### config.mk
export PLATFORM = sky130hd
export DESIGN_NAME = ahb_lite_bus_arbiter
export DESIGN_NICKNAME = d
export VERILOG_FILES = /design/src/rtl/ahb_pkg.sv /design/src/rtl/ahb_rr_picker.sv /design/src/rtl/ahb_lite_bus_arbiter.sv
export SDC_FILE = /design/constraint.sdc
export NUM_CORES = 1
export LEC_CHECK = 0
export BUFFER_PORTS_ARGS = -buffer_cell sky130_fd_sc_hd__buf_2
export CORE_AREA = 3 3 176 178
export DETAILED_ROUTE_END_ITERATION = 12
export DIE_AREA = 0 0 179 181
export PLACE_DENSITY = 0.4
export SLEW_MARGIN = 20
export SYNTH_ARGS = -nofsm -noshare
export SYNTH_HDL_FRONTEND = slang
export SYNTH_SLANG_ARGS = --single-unit
### constraint.sdc
create_clock -name HCLK -period 2.08 [get_ports HCLK]
set_input_delay 0.208 -clock HCLK [delete_from_list [all_inputs] [get_ports HCLK]]
set_output_delay 0.208 -clock HCLK [all_outputs]
set_load 0.02 [all_outputs]
### src/rtl/ahb_pkg.sv
// ahb_pkg: shared AHB-Lite transfer-type, burst and size encodings
package ahb_pkg;
  typedef enum logic [1:0] {IDLE = 2'b00, BUSY = 2'b01, NONSEQ = 2'b10, SEQ = 2'b11} htrans_e;
  typedef enum logic [2:0] {SINGLE = 3'd0, INCR = 3'd1, WRAP4 = 3'd2, INCR4 = 3'd3,
                            WRAP8 = 3'd4, INCR8 = 3'd5, WRAP16 = 3'd6, INCR16 = 3'd7} hburst_e;
  localparam logic [2:0] HSIZE_BYTE  = 3'd0;
  localparam logic [2:0] HSIZE_HALF  = 3'd1;
  localparam logic [2:0] HSIZE_WORD  = 3'd2;
  localparam logic [2:0] HSIZE_DWORD = 3'd3;
endpackage

### src/rtl/ahb_rr_picker.sv
// ahb_rr_picker: first requester after last_i in circular order, last_i itself checked last
module ahb_rr_picker
  import ahb_pkg::*;
#(
  parameter int N = 4,
  localparam int IW = (N > 1) ? $clog2(N) : 1
) (
  input  logic [N-1:0]  req_i,
  input  logic [IW-1:0] last_i,
  output logic [IW-1:0] next_o,
  output logic          valid_o
);
  int j;
  // scan from farthest to nearest so the nearest requester after last_i wins
  always_comb begin
    next_o  = last_i;
    valid_o = |req_i;
    j       = 0;
    for (int k = N; k >= 1; k--) begin
      j = int'(last_i) + k;
      j = (j >= N) ? j - N : j;
      if (req_i[j[IW-1:0]]) next_o = j[IW-1:0];
    end
  end
endmodule

### src/rtl/ahb_lite_bus_arbiter.sv
// ahb_lite_bus_arbiter: round-robin AHB-Lite master multiplexer with separate data-phase owner; ARB_LOCK_EN enables HMASTLOCK-based locking
module ahb_lite_bus_arbiter
  import ahb_pkg::*;
#(
  parameter int NUM_MASTERS = 4,
  parameter int ADDR_W      = 32,
  parameter int DATA_W      = 32,
  parameter int HOLD_MAX    = 8
) (
  input  logic                          HCLK,
  input  logic                          HRESETn,
  input  logic [NUM_MASTERS-1:0]        m_req,
  output logic [NUM_MASTERS-1:0]        m_gnt,
  input  logic [2*NUM_MASTERS-1:0]      m_htrans,
  input  logic [ADDR_W*NUM_MASTERS-1:0] m_haddr,
  input  logic [NUM_MASTERS-1:0]        m_hwrite,
  input  logic [3*NUM_MASTERS-1:0]      m_hsize,
  input  logic [3*NUM_MASTERS-1:0]      m_hburst,
  input  logic [NUM_MASTERS-1:0]        m_hmastlock,
  input  logic [DATA_W*NUM_MASTERS-1:0] m_hwdata,
  output logic                          m_hready,
  output logic [NUM_MASTERS-1:0]        m_hresp,
  output logic [DATA_W-1:0]             m_hrdata,
  output logic [ADDR_W-1:0]             HADDR,
  output logic [1:0]                    HTRANS,
  output logic                          HWRITE,
  output logic [2:0]                    HSIZE,
  output logic [2:0]                    HBURST,
  output logic                          HMASTLOCK,
  output logic [DATA_W-1:0]             HWDATA,
  input  logic                          HREADY,
  input  logic                          HRESP,
  input  logic [DATA_W-1:0]             HRDATA
);
  localparam int N  = NUM_MASTERS;
  localparam int IW = (N > 1) ? $clog2(N) : 1;
  localparam int CW = (HOLD_MAX > 1) ? $clog2(HOLD_MAX) : 1;
  localparam logic [CW-1:0] HOLD_LAST = CW'(HOLD_MAX - 1);
  logic [IW-1:0] addr_owner_q, addr_owner_d, data_owner_q, nxt;
  logic [CW-1:0] hold_cnt_q, hold_cnt_d;
  logic          data_vld_q, pick_vld, locked, single_ns, sw, chg;
  logic [1:0]    own_trans;
  logic [2:0]    own_burst;
  ahb_rr_picker #(.N(N)) u_pick (
    .req_i   (m_req),
    .last_i  (addr_owner_q),
    .next_o  (nxt),
    .valid_o (pick_vld)
  );
  assign own_trans = m_htrans[2*addr_owner_q +: 2];
  assign own_burst = m_hburst[3*addr_owner_q +: 3];
  assign HTRANS    = own_trans;
  assign HBURST    = own_burst;
  assign HADDR     = m_haddr[ADDR_W*addr_owner_q +: ADDR_W];
  assign HWRITE    = m_hwrite[addr_owner_q];
  assign HSIZE     = m_hsize[3*addr_owner_q +: 3];
  assign HWDATA    = m_hwdata[DATA_W*data_owner_q +: DATA_W];
  assign m_gnt     = N'(1) << addr_owner_q;
  assign m_hresp   = {N{HRESP & data_vld_q}} & (N'(1) << data_owner_q);
  assign m_hready  = HREADY;
  assign m_hrdata  = HRDATA;
`ifdef ARB_LOCK_EN
  logic locked_q;
  // lock follows the address-phase owner's HMASTLOCK at every accepted cycle
  always_ff @(posedge HCLK or negedge HRESETn)
    if (!HRESETn) locked_q <= 1'b0;
    else if (HREADY) locked_q <= m_hmastlock[addr_owner_q];
  assign locked    = locked_q;
  assign HMASTLOCK = m_hmastlock[addr_owner_q];
`else
  logic unused_lock;
  assign unused_lock = ^m_hmastlock;
  assign locked      = 1'b0;
  assign HMASTLOCK   = 1'b0;
`endif
  // switch points never fall inside a burst (SEQ/BUSY); IDLE or an exhausted SINGLE run releases the bus
  always_comb begin
    single_ns    = own_trans == NONSEQ && own_burst == SINGLE;
    sw           = HREADY && ((own_trans == IDLE && (!locked || !m_req[addr_owner_q])) ||
                              (single_ns && hold_cnt_q == HOLD_LAST && !locked));
    chg          = sw && pick_vld && nxt != addr_owner_q;
    addr_owner_d = chg ? nxt : addr_owner_q;
    hold_cnt_d   = chg ? '0 :
                   single_ns ? ((hold_cnt_q == HOLD_LAST) ? hold_cnt_q : hold_cnt_q + 1'b1) :
                   (own_trans == NONSEQ) ? '0 : hold_cnt_q;
  end
  // ownership and data-phase pipeline advance only on accepted cycles; wait states freeze everything
  always_ff @(posedge HCLK or negedge HRESETn)
    if (!HRESETn) begin
      addr_owner_q <= '0;
      data_owner_q <= '0;
      data_vld_q   <= 1'b0;
      hold_cnt_q   <= '0;
    end else if (HREADY) begin
      addr_owner_q <= addr_owner_d;
      data_owner_q <= addr_owner_q;
      data_vld_q   <= own_trans[1];
      hold_cnt_q   <= hold_cnt_d;
    end
endmodule
==> reports/summary.txt, run 1 <==
end of the worst register-to-register path: addr_owner_q[0]
Tightest Pin Transition: 0.583 ns
largest net degree at the start of global routing: 39
Initial Utilization: 8.93%
crit-path cells: buf_12, mux4_2, buf_6, buf_2
worst r2r src: addr_owner_q[0]
WP depth: 4
Register-to-Register Path Depth: 6
routed vias: 3,346
root cell of the clock tree: clkbuf_16
setup TNS: 0 ns
core area: 0.0296 sq mm
FFs w/ async S/R, synth: 100%
register area share after synthesis: 7.59%
global-route usage over all layers: 9.24%
unrepaired setup endpoints after global routing: no
Worst-path clk slew: 0.04 ns
GPL Wtd Cong: 0.712
Max Freq: 499 MHz
Met1 Routed Length: 6.06 mm
Rows: 63
Final Hold Vio Count: 0
latest clock arrival within the worst-skew pair: 0.23 ns
FF-to-FF setup slack: 0.11 ns
most common cell in the synthesized netlist: mux4_2
min-delay worst type: in -> reg
CTS H-tree lvls: 1
routed wire length on met2: 8.63 mm
Top Metal Used: met4
CP required: 1.87 ns
CP top delay family: multiplexers
CP peak stage delay: 0.61 ns
crit path kind: reg -> out
# IOs: 451
DR pass1 iterations: 4
Arr. time, crit path: 1.80 ns
fraction of layout cells with a size suffix above 1: 89.3%
Worst setup SP type: flop
Die Y-Extent: 181 microns
synth top area cells: mux4_2 (63%), buf_4 (10%), dfrtp_1 (7.6%)
Max-slew headroom: 60.8%
vias in the first global route: 3,516
Detail Route Antenna Nets: 0
post-synthesis cell area: 0.00264 sq mm
TritonCTS Buffers: 3
Net Count, Synth: 535
crit path to: HTRANS[1]
Leak: 2.41 nW
CTS tree: yes
design area: 0.00506 sq mm
Post-synth EDFFs: 0
Cell Pwr Density: 1160 mW/mm^2
initial antenna violation count: 2
Clock Path Buffers: 2
Area Overhead vs Synth: 91.6%
Clock Sinks: 8
dpl cell area: 0.00483 sq mm
first-pass GRT wire length: 22.2 mm
crit path max fanout: 11
GRT overflow: 0
die area: 0.0324 sq mm
initial DRC count: 92
fin. max-slew vios: 0
Seq cells post-synth: 8
worst setup path start: addr_owner_q[0]
Synth cell types: 32
commonest cells in the netlist: mux4_2 (74), buf_4 (35), buf_2 (8), dfrtp_1 (8), inv_1 (8)
post-DR vias/cell: 3.58
Final setup viols: 0
synthesized area per cell: 13.7 sq um
slowest cell on the critical path: mux4_2
fill count: 3,364
share of the synthesized area in the top cell type: 63.2%
WP buf/inv: 3
Die W: 179 microns
peak supply drop: 0.325 mV
nets@finish: 885
cell taking the most area after synthesis: mux4_2
maxcap violations: 0
wirelength, routed: 16.8 mm
port bufs: 381
# DRC: 0
Tmin final: 2.01 ns
period utilization: 96.4%
hpwl dp: 15.2 mm
number of synthesis warnings: 0
clk_skew: 0.00389 ns
Post-Synthesis Cells: 193
wire per inst: 18.0 microns
status: completed
DR WL met3: 2.04 mm
Top FF cell, synth: dfrtp_1
Critical Path End Type: output pin
==> sequential cells by signal, indices dropped and copies added (netlist names) <==
signal and count:
data_vld_q 1, data_owner_q 2, hold_cnt_q 3, addr_owner_q 2
==> worst reg2reg max path, stage by stage, from the launching register on <==
cell and delay, ns:
dfrtp_4 0.51, buf_4 0.15, mux4_2 0.47, o41ai_4 0.29, buf_4 0.19, nand4_1 0.11, xnor2_1 0.14
==> layout make-up <==
class / count / area (sq um) / share of cell area (%)
Sequential cell: 8 / 206 / 4.08
Inverter: 8 / 30.0 / 0.594
Antenna cell: 2 / 5.00 / 0.0990
Tap cell: 390 / 488 / 9.65
Clock buffer: 4 / 78.8 / 1.56
Multi-Input combinational cell: 124 / 2070 / 41.0
Timing Repair Buffer: 398 / 2170 / 43.0
==> power breakdown <==
part           total, mW  switching, mW  internal [mW]
combinational       5.18           2.63           2.54
sequential         0.358          0.133          0.225
clock              0.342         0.0852          0.256
==> layer usage <==
| layer | up-vias | global-route usage, % |
|---|---|---|
| li1 | 1498 | - |
| met3 | 10 | 2.80 |
| met5 | - | 0 |
| met1 | 1563 | 10.4 |
| met4 | 0 | 1.28 |
| met2 | 275 | 17.3 |
==> worst min path at each step <==
stage / end / startpoint / cells past startpoint / slack [ns]
floorplan: addr_owner_q[0] / HRESETn / 0 / -0.09
global placement: data_owner_q[1] / HRESETn / 1 / 0.08
detailed placement: data_owner_q[1] / HRESETn / 1 / 0.09
CTS: data_owner_q[1] / HREADY / 2 / 0.36
global route: data_owner_q[1] / HREADY / 2 / 0.35
finish: data_owner_q[1] / HREADY / 2 / 0.33
==> through the flow <==
step                      hold slack [ns]  worst slack [ns]  instances  total power [mW]  util, %
after detailed placement           0.0911            0.0791        921              5.31     16.3
final                               0.327            0.0750        934              5.87     17.1
after CTS                           0.358            0.0137        930              5.92     16.9
after global routing                0.349           0.00164        933              6.34     17.1
after floorplan                   -0.0876            0.0515        193              3.78        -
after global placement             0.0797             0.105        921              5.32     16.3
==> kinds of logic after synthesis <==
family / count (synthesis) / share of synthesized area (%)
flip-flops: 8 / 7.59
buffers and inverters: 61 / 14.3
XOR/XNOR: 1 / 0.332
adder cells (fa/ha/maj): 6 / 2.84
AND/OR/NAND/NOR: 23 / 4.74
other: 1 / 0.142
AO/OA/AOI/OAI: 14 / 4.17
multiplexers: 79 / 65.9
==> timing repair <==
item,CTS,global route
setup endpoints to repair,30,8
cloned,2,1
pin swaps,0,1
hold buffers,1,0
setup buffers,2,1
hold endpoints to repair,8,0
gates resized for setup,2,3
==> layout by cell type (no fill, tap or decap), types with 3 or more instances in the layout <==
| master | Yosys | final |
|---|---|---|
| clkbuf_16 | 0 | 4 |
| nand4_1 | 3 | 3 |
| buf_12 | 0 | 4 |
| inv_1 | 8 | 8 |
| nor2_1 | 3 | 3 |
| buf_4 | 35 | 7 |
| buf_2 | 8 | 381 |
| dfrtp_1 | 8 | 5 |
| mux2_2 | 4 | 4 |
| o21ai_0 | 5 | 5 |
| mux4_2 | 74 | 74 |
| nor3_1 | 5 | 5 |
| nand2_1 | 3 | 3 |
| ha_1 | 6 | 6 |
Power figures use the tool's default switching activity.
==> run 2: changes to the inputs <==
ABC_AREA = 1   (was default)
PLACE_DENSITY = 0.41   (was 0.4)
==> run 2 against run 1 <==
Sequential power is 20% lower. Wire length up 9.4%. Clock skew about the same. Via count is 51% higher. Cell count rose by 33%. Register-to-register slack improved by 0.15 ns. Synthesized area increased by 10%. Largest power group unchanged. Fmax rose by 2.2%. Total power rose by 19%. Critical endpoint is now HADDR[25]. Critical path type unchanged.
==> reports/summary.txt, run 2 <==
post-synthesis cell area: 0.00292 sq mm
maxcap violations: 0
min setup slack post-route: 0.118 ns
crit path max fanout: 50
Worst-path clk slew: 0.04 ns
Final setup viols: 0
vias in the first global route: 4,729
Biggest register: hold_cnt_q
GPL Wtd Cong: 0.750
Die Y-Extent: 181 microns
most frequent cells in the layout: buf_2 (381), nand3_1 (106), o21ai_0 (77)
dpl cell area: 0.00504 sq mm
Synth cell types: 30
Clock Sinks: 8
hpwl dp: 15.1 mm
Int Pwr: 2.65 mW
global-route usage over all layers: 9.72%
fin. max-slew vios: 0
Tmin final: 1.96 ns
commonest non-fill, non-tap cell in the layout: buf_2
core area: 0.0296 sq mm
setup TNS: 0 ns
GRT overflow: 0
die area: 0.0324 sq mm
fraction of layout cells with a size suffix above 1: 50.1%
unrepaired setup endpoints after global routing: no
peak supply drop: 0.419 mV
Leak: 2.69 nW
wire per inst: 14.9 microns
commonest cells in the netlist: nand3_1 (106), o21ai_0 (77), nor2_1 (76), nand2_1 (58), clkbuf_1 (39)
DP Worst Slack: 0.227 ns
Initial Utilization: 9.86%
routed vias: 5,051
top flop regs: hold_cnt_q x3, addr_owner_q x2, data_owner_q x2
Critical Path End Type: output pin
initial antenna violation count: 4
initial DRC count: 101
Final Hold Vio Count: 0
min-delay worst type: in -> reg
first-pass GRT wire length: 25.2 mm
Clock Path Buffers: 2
synthesized area per cell: 5.50 sq um
nets@finish: 1,192
Switching Fraction: 62.1%
Arr. time, crit path: 1.75 ns
fill count: 3,470
synth top area cells: nand3_1 (18%), o21ai_0 (13%), nor2_1 (9.8%)
FFs w/ async S/R, synth: 100%
Post-CTS Setup Inserts: 0
sequential share of power: 4.1%
CTS tree: yes
wirelength, routed: 18.4 mm
max reg flops: 3
Post-synth EDFFs: 0
Net Count, Synth: 872
port bufs: 381
cell taking the most area after synthesis: nand3_1
Post-Synthesis Cells: 530
Cell Pwr Density: 1350 mW/mm^2
number of synthesis warnings: 0
period utilization: 94.3%
final hold slack: 0.317 ns
Area Overhead vs Synth: 77.8%
antenna fix cells: 0
Top FF cell, synth: dfrtp_1
clk_skew: 0.00412 ns
switching power: 4.35 mW
Seq cells post-synth: 8
# DRC: 0
register area share after synthesis: 6.87%
CTS H-tree lvls: 1
Die W: 179 microns
largest net degree at the start of global routing: 69
# IOs: 451
Detail Route Antenna Nets: 0
Max Freq: 510 MHz
most common cell in the synthesized netlist: nand3_1
crit path kind: reg -> out
Rows: 63
Worst setup SP type: flop
status: completed
post-DR vias/cell: 4.08
Comb pwr share: 91.2%
CP required: 1.87 ns
TritonCTS Buffers: 3
DR pass1 iterations: 4
share of the synthesized area in the top cell type: 18.2%
latest clock arrival within the worst-skew pair: 0.23 ns
root cell of the clock tree: clkbuf_16
Clock power frac: 4.7%
design area: 0.00518 sq mm
run 2: cell count changes after synthesis, moves of 36 or more:
cell	delta
mux4_2	-74
nand2_1	+55
nand3_1	+105
nor2_1	+73
o21ai_0	+72
o22ai_1	+36
run 2: critical path: stages (launching register included):
cell and delay, ns:
dfrtp_2 0.45, inv_8 0.17, buf_16 0.22, buf_4 0.21, nor2_1 0.06, o22ai_1 0.16, buf_2 0.19
run 2: kinds of logic after synthesis:
group,synth area share [%]
simple gates,41.3
buf+inv,18.6
xor+xnor,0.300
other cells,0.129
flops,6.87
compound gates,30.2
fa+ha+maj,2.58
run 2: power groups by stage:
stage                     registers [mW]  logic [mW]  clock network [mW]
after CTS                          0.282        6.34               0.344
after floorplan                    0.236        4.27                   0
after detailed placement           0.283        6.33                   0
after global placement             0.283        6.32                   0
after global routing               0.300        7.03               0.357
final                              0.285        6.39               0.330
run 2: stage by stage:
stage	total power, mW	utilization (%)	cells
6_report	7.01	17.5	1239
3_3_place_gp	6.60	17.1	1233
5_1_grt	7.69	17.5	1239
4_1_cts	6.97	17.4	1238
3_5_place_dp	6.61	17.1	1233
2_1_floorplan	4.50	-	530
run 2: per-layer routing:
layer  wire length, microns  up-vias  share of wire [%]  global-route usage, %
li1                       -     2476                  -                      -
met1                   7420     2256                 40                   11.7
met2                   9080      303                 49                   18.3
met3                   1760       16                9.5                   1.68
met4                    170        0               0.92                   1.18
met5                      0        -                  0                      0
run 2: final cells by class:
| class | count | area (sq um) | area share (%) |
|---|---|---|---|
| Timing Repair Buffer | 399 | 2160 | 41.7 |
| Inverter | 15 | 63.8 | 1.23 |
| Multi-Input combinational cell | 423 | 2190 | 42.2 |
| Tap cell | 390 | 488 | 9.41 |
| Clock buffer | 4 | 78.8 | 1.52 |
| Sequential cell | 8 | 204 | 3.93 |
run 2: worst paths after layout:
kind,endpoint,slack (ns),cells after the start,start
setup / recovery,HADDR[25],0.12,6,addr_owner_q[0]
hold / removal,data_owner_q[1],0.32,2,HREADY
setup reg to reg,hold_cnt_q[1],0.26,14,addr_owner_q[0]
hold reg to reg,hold_cnt_q[1],0.47,2,hold_cnt_q[1]
max in group asynchronous,data_owner_q[1],1.52,2,HRESETn
min in group asynchronous,hold_cnt_q[0],0.37,2,HRESETn
run 2: what timing repair did:
action                                 CTS  global route
gates resized for setup                  0             5
endpoints found under the hold margin    8             0
setup endpoints to repair                0            14
hold buffers                             1             0
==> run 3: changes to the inputs <==
MAX_ROUTING_LAYER = met4   (was default)
==> run 3 against run 2 <==
Clock skew up 0.00051 ns. Setup slack worse by 0.0052 ns. Critical endpoint is now HADDR[17]. Critical path depth down 1. Final area unchanged. Total power about the same. Core utilization unchanged. Sequential power about the same. Wire length about the same. Highest routed layer unchanged. Sequential cell count unchanged.
==> reports/summary.txt, run 3 (synthesis results as in run 2) <==
crit-path cells: buf_4, buf_6, o21ai_0, o22ai_1, buf_2
TritonCTS Buffers: 3
largest net degree at the start of global routing: 69
Initial Utilization: 9.86%
period utilization: 94.6%
Detail Route Antenna Nets: 0
Tmin final: 1.97 ns
CP peak stage delay: 0.36 ns
crit path kind: reg -> out
core area: 0.0296 sq mm
# IOs: 451
wire per inst: 14.9 microns
post-DR vias/cell: 4.08
min setup slack post-route: 0.113 ns
max reg flops: 3
first-pass GRT wire length: 25.2 mm
fraction of layout cells with a size suffix above 1: 50.1%
hpwl dp: 15.1 mm
fin. max-slew vios: 0
Cell Pwr Density: 1350 mW/mm^2
Die Y-Extent: 181 microns
CTS H-tree lvls: 1
initial DRC count: 122
antenna fix cells: 0
port bufs: 381
Leak: 2.69 nW
min-delay worst type: in -> reg
Clock Sinks: 8
routed vias: 5,060
clk_skew: 0.00463 ns
CTS tree: yes
die area: 0.0324 sq mm
vias in the first global route: 4,740
latest clock arrival within the worst-skew pair: 0.23 ns
initial antenna violation count: 4
Clock Path Buffers: 2
DP Worst Slack: 0.227 ns
status: completed
Area Overhead vs Synth: 77.8%
wirelength, routed: 18.4 mm
global-route usage over all layers: 10.0%
# DRC: 0
Final setup viols: 0
root cell of the clock tree: clkbuf_16
peak supply drop: 0.420 mV
commonest non-fill, non-tap cell in the layout: buf_2
crit path max fanout: 34
Worst setup SP type: flop
unrepaired setup endpoints after global routing: no
Die W: 179 microns
Arr. time, crit path: 1.76 ns
nets@finish: 1,192
most frequent cells in the layout: buf_2 (381), nand3_1 (106), o21ai_0 (77)
Critical Path End Type: output pin
GPL Wtd Cong: 0.760
maxcap violations: 0
GRT overflow: 0
top flop regs: hold_cnt_q x3, addr_owner_q x2, data_owner_q x2
Max Freq: 508 MHz
Biggest register: hold_cnt_q
Final Hold Vio Count: 0
Worst-path clk slew: 0.04 ns
final hold slack: 0.321 ns
DR pass1 iterations: 4
Rows: 63
CP required: 1.87 ns
setup TNS: 0 ns
slowest cell on the critical path: dfrtp_2
-- run 3: metrics by stage --
stage               utilization, %  total power [mW]  cells  cell area [sq um]
floorplan                        -              4.50    530               2940
global placement              17.1              6.60   1233               5040
detailed placement            17.1              6.61   1233               5040
CTS                           17.4              6.97   1238               5130
global route                  17.5              7.69   1239               5180
finish                        17.5              7.00   1239               5180
-- run 3: cell type report --
type	count	area, sq um
fill	3470	24400
multi-input combinational	423	2190
timing repair buffer	399	2160
tap	390	488
sequential	8	204
clock buffer	4	78.8
inverter	15	63.8
-- run 3: timing repair --
item	4_1_cts	5_1_grt
gates resized for setup	0	5
hold endpoints to repair	8	0
buffers inserted	0	0
hold buffers	1	0
endpoints found under the setup margin	0	14
-- run 3: final timing paths --
path,from,endpoint,slack (ns),cells past startpoint
setup / recovery,addr_owner_q[1],HADDR[17],0.11,5
hold / removal,HREADY,data_owner_q[1],0.32,2
setup reg to reg,addr_owner_q[0],hold_cnt_q[2],0.26,14
hold reg to reg,hold_cnt_q[1],hold_cnt_q[1],0.47,2
max in group asynchronous,HRESETn,data_owner_q[1],1.52,2
min in group asynchronous,HRESETn,hold_cnt_q[0],0.37,2
-- run 3: critical path, delay by kind of cell (launching register included) --
| kind | cells | cell delay [ns] |
|---|---|---|
| compound gates | 2 | 0.41 |
| flops | 1 | 0.36 |
| buf+inv | 3 | 0.73 |
-- run 3: power breakdown --
part	internal [mW]	total (mW)	switching (mW)
clock network	0.255	0.331	0.0755
logic	2.18	6.39	4.20
registers	0.212	0.285	0.0723
total	2.65	7.00	4.35
-- run 3: metal layers --
metal / track usage (%) / wire length (microns) / part of all wire [%] / up-vias
li1: - / - / - / 2477
met1: 12.0 / 7520 / 41 / 2256
met2: 18.3 / 9090 / 49 / 313
met3: 1.26 / 1680 / 9.1 / 14
met4: 1.18 / 156 / 0.85 / 0
met5: - / 0 / 0 / -
